==> config.mk <==
export PLATFORM = sky130hd
export DESIGN_NAME = id_ex_issue
export DESIGN_NICKNAME = d
export VERILOG_FILES = /design/src/rtl/id_ex_issue.sv
export SDC_FILE = /design/constraint.sdc
export NUM_CORES = 1
export LEC_CHECK = 0
export CORE_MARGIN = 5
export CORE_UTILIZATION = 39
export DETAILED_ROUTE_END_ITERATION = 10
export GPL_TIMING_DRIVEN = 0
export PLACE_DENSITY_LB_ADDON = 0.25
export SYNTH_ARGS = -nofsm -noshare
export SYNTH_HDL_FRONTEND = slang
export SYNTH_SLANG_ARGS = --single-unit
export TNS_END_PERCENT = 50
==> constraint.sdc <==
create_clock -name clk -period 4.2 [get_ports clk]
set_clock_uncertainty 0.05 [all_clocks]
set_input_delay 1.05 -clock clk [delete_from_list [all_inputs] [get_ports clk]]
set_output_delay 1.05 -clock clk [all_outputs]
set_load 0.1 [all_outputs]
==> src/rtl/id_ex_issue.sv <==
`default_nettype none
// ============================================================================
//  Module   : id_ex_issue
//  Purpose  : ID/EX pipeline register for the five-stage MIPS core. Latches
//             the decoded operation and operands from ID, resolves RAW
//             hazards by forwarding from MEM and WB, and presents the final
//             ALU a/b/op combinationally from the registered state. Supports
//             stall (hold) and flush (bubble insertion).
//  Ports    :
//    clk, rst                 clock, asynchronous active-high reset
//    stall_e, flush_e         hold / bubble controls (flush wins)
//    op_d, rd1_d, rd2_d,      decoded op, register reads, immediate
//    imm_d
//    rs_d, rt_d, rd_d         register indices
//    alusrc_d, regdst_d,      b-operand select, destination select,
//    regwrite_d               write enable of the instruction
//    regwrite_m, writereg_m,  MEM-stage forwarding source
//    aluout_m
//    regwrite_w, writereg_w,  WB-stage forwarding source
//    result_w
//    op_e, a_e, b_e           ALU op and operands
//    writedata_e              forwarded rt value (store data)
//    writereg_e, regwrite_e   destination travelling with the instruction
//    valid_e                  E stage holds a real instruction
//    fwd_a_e, fwd_b_e         forward selects: 00 reg, 01 WB, 10 MEM
//  Revision : 1.0  initial release
// ============================================================================
module id_ex_issue #(
  parameter int          AW     = 5,
  parameter int          DW     = 32,
  parameter logic [7:0]  NOP_OP = 8'h00
) (
  input  logic          clk,
  input  logic          rst,
  input  logic          stall_e,
  input  logic          flush_e,
  input  logic [7:0]    op_d,
  input  logic [DW-1:0] rd1_d,
  input  logic [DW-1:0] rd2_d,
  input  logic [DW-1:0] imm_d,
  input  logic [AW-1:0] rs_d,
  input  logic [AW-1:0] rt_d,
  input  logic [AW-1:0] rd_d,
  input  logic          alusrc_d,
  input  logic          regdst_d,
  input  logic          regwrite_d,
  input  logic          regwrite_m,
  input  logic [AW-1:0] writereg_m,
  input  logic [DW-1:0] aluout_m,
  input  logic          regwrite_w,
  input  logic [AW-1:0] writereg_w,
  input  logic [DW-1:0] result_w,
  output logic [7:0]    op_e,
  output logic [DW-1:0] a_e,
  output logic [DW-1:0] b_e,
  output logic [DW-1:0] writedata_e,
  output logic [AW-1:0] writereg_e,
  output logic          regwrite_e,
  output logic          valid_e,
  output logic [1:0]    fwd_a_e,
  output logic [1:0]    fwd_b_e
);

  localparam logic [1:0] c_FWD_REG = 2'b00;
  localparam logic [1:0] c_FWD_WB  = 2'b01;
  localparam logic [1:0] c_FWD_MEM = 2'b10;

  // --------------------------------------------------------------------------
  // E-stage state
  // --------------------------------------------------------------------------
  logic [7:0]    r_op;
  logic [DW-1:0] r_rd1;
  logic [DW-1:0] r_rd2;
  logic [DW-1:0] r_imm;
  logic [AW-1:0] r_rs;
  logic [AW-1:0] r_rt;
  logic [AW-1:0] r_writereg;
  logic          r_alusrc;
  logic          r_regwrite;
  logic          r_valid;

  // --------------------------------------------------------------------------
  // Forwarding
  // --------------------------------------------------------------------------
  logic          w_mem_hit_a;
  logic          w_mem_hit_b;
  logic          w_wb_hit_a;
  logic          w_wb_hit_b;
  logic [1:0]    w_fwd_a;
  logic [1:0]    w_fwd_b;
  logic [DW-1:0] w_src_a;
  logic [DW-1:0] w_src_b;

  // A write to register 0 is architecturally discarded, so it never matches.
  assign w_mem_hit_a = regwrite_m && (writereg_m != '0) && (writereg_m == r_rs);
  assign w_mem_hit_b = regwrite_m && (writereg_m != '0) && (writereg_m == r_rt);
  assign w_wb_hit_a  = regwrite_w && (writereg_w != '0) && (writereg_w == r_rs);
  assign w_wb_hit_b  = regwrite_w && (writereg_w != '0) && (writereg_w == r_rt);

  // MEM holds the younger result, so it takes priority over WB.
  always_comb begin
    w_fwd_a = c_FWD_REG;
    w_src_a = r_rd1;
    if (w_mem_hit_a) begin
      w_fwd_a = c_FWD_MEM;
      w_src_a = aluout_m;
    end else if (w_wb_hit_a) begin
      w_fwd_a = c_FWD_WB;
      w_src_a = result_w;
    end
  end

  always_comb begin
    w_fwd_b = c_FWD_REG;
    w_src_b = r_rd2;
    if (w_mem_hit_b) begin
      w_fwd_b = c_FWD_MEM;
      w_src_b = aluout_m;
    end else if (w_wb_hit_b) begin
      w_fwd_b = c_FWD_WB;
      w_src_b = result_w;
    end
  end

  // --------------------------------------------------------------------------
  // Stage register. Priority: flush > stall > load.
  // While stalled the operand registers capture the forwarded values, so a
  // producer that leaves WB during the stall is not lost once it is gone.
  // --------------------------------------------------------------------------
  always_ff @(posedge clk or posedge rst) begin
    if (rst) begin
      r_op       <= NOP_OP;
      r_rd1      <= '0;
      r_rd2      <= '0;
      r_imm      <= '0;
      r_rs       <= '0;
      r_rt       <= '0;
      r_writereg <= '0;
      r_alusrc   <= 1'b0;
      r_regwrite <= 1'b0;
      r_valid    <= 1'b0;
    end else if (flush_e) begin
      r_op       <= NOP_OP;
      r_rd1      <= '0;
      r_rd2      <= '0;
      r_imm      <= '0;
      r_rs       <= '0;
      r_rt       <= '0;
      r_writereg <= '0;
      r_alusrc   <= 1'b0;
      r_regwrite <= 1'b0;
      r_valid    <= 1'b0;
    end else if (stall_e) begin
      r_rd1      <= w_src_a;
      r_rd2      <= w_src_b;
    end else begin
      r_op       <= op_d;
      r_rd1      <= rd1_d;
      r_rd2      <= rd2_d;
      r_imm      <= imm_d;
      r_rs       <= rs_d;
      r_rt       <= rt_d;
      r_writereg <= regdst_d ? rd_d : rt_d;
      r_alusrc   <= alusrc_d;
      r_regwrite <= regwrite_d;
      r_valid    <= 1'b1;
    end
  end

  // --------------------------------------------------------------------------
  // Outputs
  // --------------------------------------------------------------------------
  assign op_e        = r_op;
  assign a_e         = w_src_a;
  assign b_e         = r_alusrc ? r_imm : w_src_b;
  assign writedata_e = w_src_b;
  assign writereg_e  = r_writereg;
  assign regwrite_e  = r_regwrite;
  assign valid_e     = r_valid;
  assign fwd_a_e     = w_fwd_a;
  assign fwd_b_e     = w_fwd_b;

endmodule
`default_nettype wire

==> qor.csv, run 1 <==
metric,value,unit
reg2reg setup slack,1.77,ns
worst path arrival time,3.12,ns
Hold WS,0.468,ns
"Endpoint, Worst Hold",valid_e,
Avg WL per Cell,23.5,microns
Bufs and invs on worst path,5,
Mapped Avg Cell Area,8.79,sq um
Initial Util,39.7,%
clock-pin slew on the worst setup and hold paths,0.05,ns
Unique masters post-synth,35,
Worst-Margin Slew,1.39,ns
clock root buffer,clkbuf_16,
I/O Buffers,314,
Synth area leaders,"dfrtp_1 41%, mux2i_1 12%, nor2_1 8.1%, o31ai_1 6.4%, a211oi_2 4.7%",
drt pass-1 iters,4,
CP endpoint kind,output port,
hold_buf cts,0,
initial antenna violation count,0,
DPL Wire Length,24200,microns
Final GP Congestion,0.879,
htree depth,4,
Antenna diodes,0,
GRT Resource Usage Total,30.3,%
Lkg Pwr,5.81,nW
DRT antenna net count,0,
fraction of layout cells with a size suffix above 1,33.3,%
"count leader, synth",nor2_1,
grt total ovfl,0,
total core area,18800,sq um
Worst Hold Depth,2,
WS Path Type,input pin to output port,
Die ar.,22000,sq um
Worst setup SP type,input pin,
P per Cell Area,347,nW/um^2
Cell Rows,50,
Worst Hold Class,flip-flop to flip-flop,
Ports,317,
Syn. warnings,0,
1st-iter DRT viols,533,
synthesis-to-layout area growth,87.9,%
final setup fails,2,
RSZ-0062 raised after global routing,true,
failing checks,setup timing,
fin. max-slew vios,0,
DR vias,8377,
pin count of the biggest net entering global routing,40,
final wirelength,34400,microns
ys flop type,dfrtp_1,
vias in the first global route,9000,
Max-Cap Viols,0,
Yosys reg bits,122,
Top delay family on crit path,buffers and inverters,
fmax,0.237,GHz
first-pass GRT wire length,51800,microns
DRC Markers,0,
Worst EP required,3.10,ns
Post-Synthesis Cells,849,
Mapped Area,7460,sq um
NumNets Final,1418,
cell accounting for the most synthesized area,dfrtp_1,
TritonCTS Buffers,17,
die span in y,148,microns
final hold violations,0,
share of the synthesized area in the top cell type,40.9,%
setup ws final,-0.0156,ns
Post-Synthesis Net Count,1051,
Worst path slowest cell,or4_4,
worst rel slew slack,7.20,%
worst skew pair latency,0.42,ns
Tcrit/Tclk final,100,%
fin area,14000,sq um
"slowest stage delay, CP",0.48,ns
total power,4.86,mW
Worst VDD drop,0.287,mV
Setup TNS Final,-0.0277,ns
reg2reg end,r_rd2[10],
RR Startpoint,r_rt[1],
Worst R2R Path Depth,8,
hold path start,valid_e,
"critical path, cell by cell","buf_2, or4_4, o21a_1, buf_6, clkbuf_4, a31oi_2, a211oi_4, buf_4, o31ai_4, buf_12",
die width,148,microns
placed cell count,1401,
run status,"complete, but fails checks",
number of flops mapped to enable cells by yosys,0,
post-synthesis async set-or-reset flop share,100,%
CTS Buffer Depth,2,
Finished Layout Cells,1463,
CTS tree,done,
clk sinks,122,
routed vias/inst,5.73,
Crit Path Max Fanout,10,
"top cells by count, synth","161 x nor2_1, 122 x dfrtp_1, 89 x mux2i_1, 67 x nand2_1, 64 x o31ai_1",
Placed Area,11900,sq um
post-layout minimum cycle time,4.22,ns
post-synthesis sequential area ratio,40.9,%
worst max path at each step:
stage,to,depth (start not counted),start
2_1_floorplan,b_e[31],7,writereg_w[1]
4_1_cts,b_e[12],10,writereg_w[3]
3_5_place_dp,a_e[12],8,writereg_m[3]
3_3_place_gp,a_e[12],8,writereg_m[3]
5_1_grt,b_e[18],10,writereg_w[1]
6_report,b_e[18],10,writereg_w[1]
per-layer routing:
metal / GRT usage (%) / vias up / routed length [microns]
met5: 0 / - / 0
met4: 11.4 / 0 / 1140
met3: 7.04 / 71 / 2610
met2: 51.5 / 418 / 17100
met1: 37.8 / 4160 / 13600
li1: - / 3728 / -
where the power goes:
group | leakage [nW] | internal [mW] | switching [mW]
Combinational | 3.88 | 0.683 | 1.25
Clock | 0.311 | 1.07 | 0.578
Sequential | 1.62 | 1.25 | 0.0363
Total | 5.81 | 3.00 | 1.86
through the flow:
step	utilization [%]	setup slack (ns)
floorplan	-	-0.111
CTS	73.3	-0.0443
global route	74.7	-0.0586
finish	74.7	-0.0156
detailed placement	63.5	-1.83
global placement	63.1	-1.78
cell families after synthesis:
| family | after synthesis | synth area share, % |
|---|---|---|
| compound gates | 232 | 22.9 |
| xor+xnor | 20 | 2.35 |
| buf+inv | 113 | 6.46 |
| flops | 122 | 40.9 |
| mux | 89 | 11.9 |
| simple gates | 273 | 15.4 |
final cells by class:
class                           count  area, sq um
Clock buffer                       21          450
Multi-Input combinational cell    615         5460
Clock inverter                     11          194
Sequential cell                   122         3050
Inverter                           37          149
Buffer                             74          520
Tap cell                          234          293
Fill cell                        1301         4750
Timing Repair Buffer              349         3890
sequential cells by signal, indices dropped and copies added, names as in the netlist:
register	count
writereg_e	5
r_rd1	32
r_imm	32
r_rt	5
r_rd2	32
r_rs	5
valid_e	1
regwrite_e	1
r_alusrc	1
op_e	8
repair_timing:
item | 4_1_cts | 5_1_grt
endpoints found under the setup margin | 100 | 94
buffers inserted | 20 | 8
cloned | 2 | 2
resized for setup | 932 | 50
pin swaps | 40 | 19
layout by cell type (no fill, tap or decap), types with 3 or more instances in the layout:
master           synthesis  layout
dfrtp_1                122     122
clkinv_4                 0       4
clkdlybuf4s50_1          0     204
dlygate4sd2_1            0       4
clkbuf_16                0      19
clkbuf_4                 0       6
bufinv_16                0       5
mux2i_2                  0      22
clkbuf_2                 0       7
nor2b_1                 30      30
a21oi_2                  0       5
nand2_1                 67      66
buf_2                    1       7
buf_4                    5      31
a31oi_2                  0       7
buf_16                   0       3
mux2i_1                 89      66
a21oi_4                  0      27
a32oi_1                 31      31
xnor2_1                 10      10
clkinv_2                 0       3
clkbuf_1                58      41
a211oi_4                 0      32
o31ai_4                  0      32
nor2_1                 161      95
o21ai_0                 30      30
buf_1                    7       3
inv_1                   35      34
buf_6                    5      62
a31oi_1                 32      23
buf_12                   0      35
clkbuf_8                 0       6
xor2_1                  10       9
buf_8                    0      14
a21oi_1                 39       7
o31ai_1                 64      32
nor2_2                   0      44
nor2_4                   0      22
tightest hold or removal path, cell delays in order, from the launching register on:
cell and delay, ns:
dfrtp_1 0.37, inv_1 0.05, a21oi_1 0.05
Note: power is estimated with default switching activity, not from simulation.
==> inputs of run 2 (changes only) <==
- CORE_ASPECT_RATIO: not set -> 0.9
==> run 2 against run 1 <==
Compared with the run above:
- the run still ends with setup timing left
- final area increased by 1.8%
- worst setup slack got worse by 0.075 ns
- combinational power increased by 3%
==> qor.csv, run 2 (synthesis results as in run 1) <==
metric,value,unit,change
initial antenna violation count,2,,+2
Worst Hold Class,flip-flop to flip-flop,,
reg2reg setup slack,1.81,ns,+0.04 ns
largest registers,"r_imm (32), r_rd1 (32), r_rd2 (32)",,
Crit Path Max Fanout,5,,-5
Final GP Congestion,0.852,,-3.1%
NumNets Final,1426,,+0.56%
Worst R2R Path Depth,9,,+1
first-pass GRT wire length,51900,microns,+0.27%
CP endpoint kind,output port,,
pin count of the biggest net entering global routing,40,,unchanged
"commonest cells after routing, fill and taps aside","204 x clkdlybuf4s50_1, 122 x dfrtp_1, 98 x nor2_1",,
fmax,0.233,GHz,-1.8%
synthesis-to-layout area growth,91.2,%,
crit path capture,writedata_e[18],,
Worst setup SP type,input pin,,
hold_buf cts,0,,unchanged
Worst VDD drop,0.252,mV,-12%
die width,156,microns,+5.0%
WS Path Type,input pin to output port,,
Sw Share,40.1,%,+1.8 points
Lkg Pwr,5.96,nW,+2.5%
Worst-Margin Slew,1.38,ns,-0.0130 ns
pre-CTS WS,-1.85,ns,-0.0191 ns
reg2reg end,r_rd2[24],,
grt total ovfl,0,,unchanged
setup ws final,-0.0910,ns,-0.0754 ns
routed vias/inst,5.67,,-0.98%
DRT antenna net count,0,,unchanged
htree depth,4,,unchanged
CP startpoint,writereg_w[3],,
Worst EP required,3.10,ns,about the same
Setup TNS Final,-1.33,ns,-1.30 ns
worst skew pair latency,0.42,ns,about the same
worst rel slew slack,8.06,%,+0.86 points
DPL Wire Length,24600,microns,+1.8%
run status,"complete, but fails checks",,
I/O Buffers,314,,unchanged
DRC Markers,0,,unchanged
Cell Rows,48,,-4.0%
DR vias,8442,,+0.78%
Initial Util,39.3,%,-0.44 points
P_sw,1.91,mW,+2.7%
1st-iter DRT viols,546,,+2.4%
post-layout minimum cycle time,4.29,ns,+0.0754 ns
clk sinks,122,,unchanged
total core area,19000,sq um,+1.1%
TritonCTS Buffers,17,,unchanged
fin. max-slew vios,0,,unchanged
vias in the first global route,9040,,+0.44%
final hold violations,0,,unchanged
Clk pwr share,31.5,%,-2.4 points
final wirelength,34900,microns,+1.6%
Die ar.,22000,sq um,about the same
Max-Cap Viols,0,,unchanged
Gate power share,41.6,%,+1.9 points
drt pass-1 iters,5,,+1
Pint,2.85,mW,-4.8%
fin area,14300,sq um,+1.8%
fraction of layout cells with a size suffix above 1,33.0,%,-0.30 points
RR Startpoint,r_rt[0],,
clock root buffer,clkbuf_16,,
Placed Area,11900,sq um,about the same
GRT Resource Usage Total,30.8,%,+0.42 points
Sequential Power Share,26.9,%,+0.5 points
P per Cell Area,334,nW/um^2,-3.7%
Avg WL per Cell,23.5,microns,-0.20%
Tcrit/Tclk final,102,%,+1.8 points
CTS Buffer Depth,2,,unchanged
die span in y,141,microns,-4.8%
RSZ-0062 raised after global routing,true,,
worst path arrival time,3.19,ns,+0.07 ns
Ports,317,,unchanged
CTS tree,done,,
failing checks,setup timing,,
final setup fails,39,,+37
clock-pin slew on the worst setup and hold paths,0.07,ns,+0.02 ns
"most common cell after layout, fill and taps aside",clkdlybuf4s50_1,,
## run 2: cell types whose count changed in the layout (fill, tap and decap cells not counted), moves of 5 or more
cell,change
mux2i_2,-8
mux2i_1,+9
nor2_2,-5
buf_12,+25
inv_6,+5
buf_6,-20
## run 2: critical path, stage by stage
cell and delay [ns]:
buf_8 0.09, or4_4 0.51, o21a_1 0.19, buf_6 0.14
and3_4 0.17, buf_12 0.15, buf_16 0.15, a211oi_4 0.33
buf_4 0.18, nor2_4 0.04, buf_12 0.17
## run 2: worst min-delay path by stage
stage                              from       endpoint  slack, ns  depth (start not counted)
after global routing          r_imm[13]      r_imm[13]       0.49                          2
final                     writereg_e[4]  writereg_e[4]       0.47                          2
after floorplan               r_imm[22]      r_imm[22]       0.44                          2
after CTS                 writereg_e[4]  writereg_e[4]       0.48                          2
after global placement    writereg_e[2]  writereg_e[2]       0.45                          2
after detailed placement  writereg_e[4]  writereg_e[4]       0.46                          2
## run 2: routing by layer
metal	routed length (microns)	GRT usage, %	vias to the layer above
met1	13800	38.0	4163
met2	17000	50.1	448
met5	11	0	-
met3	3110	9.94	66
li1	-	-	3763
met4	1050	11.9	2
## run 2: final cells by class
type / count / area, sq um
flip-flops and latches: 122 / 3050
inverters: 37 / 149
clock buffers: 17 / 425
clock inverters: 15 / 164
fillers: 1303 / 4720
diodes: 2 / 5.00
repair buffers: 357 / 4200
well taps: 250 / 313
plain buffers: 75 / 531
multi-input cells: 614 / 5430
## run 2: per-stage QoR
step	instances	power (mW)	utilization (%)	hold WS (ns)
after floorplan	849	2.45	-	0.439
after global placement	1413	2.97	62.5	0.450
after detailed placement	1416	2.99	62.8	0.461
after CTS	1474	4.69	72.7	0.476
after global routing	1488	4.91	75.1	0.493
final	1489	4.77	75.2	0.474
## run 2: what timing repair did
action / 4_1_cts / 5_1_grt
pin swaps: 43 / 30
setup endpoints to repair: 100 / 99
buffers inserted: 24 / 13
resized for setup: 933 / 85
gates cloned: 3 / 0
## run 2: power by group through the flow
stage                     Clock [mW]  Combinational, mW  Sequential [mW]
after floorplan                    0               1.10             1.35
after global placement             0               1.68             1.30
after detailed placement           0               1.69             1.30
after CTS                       1.51               1.90             1.28
after global routing            1.57               2.05             1.29
final                           1.50               1.99             1.28
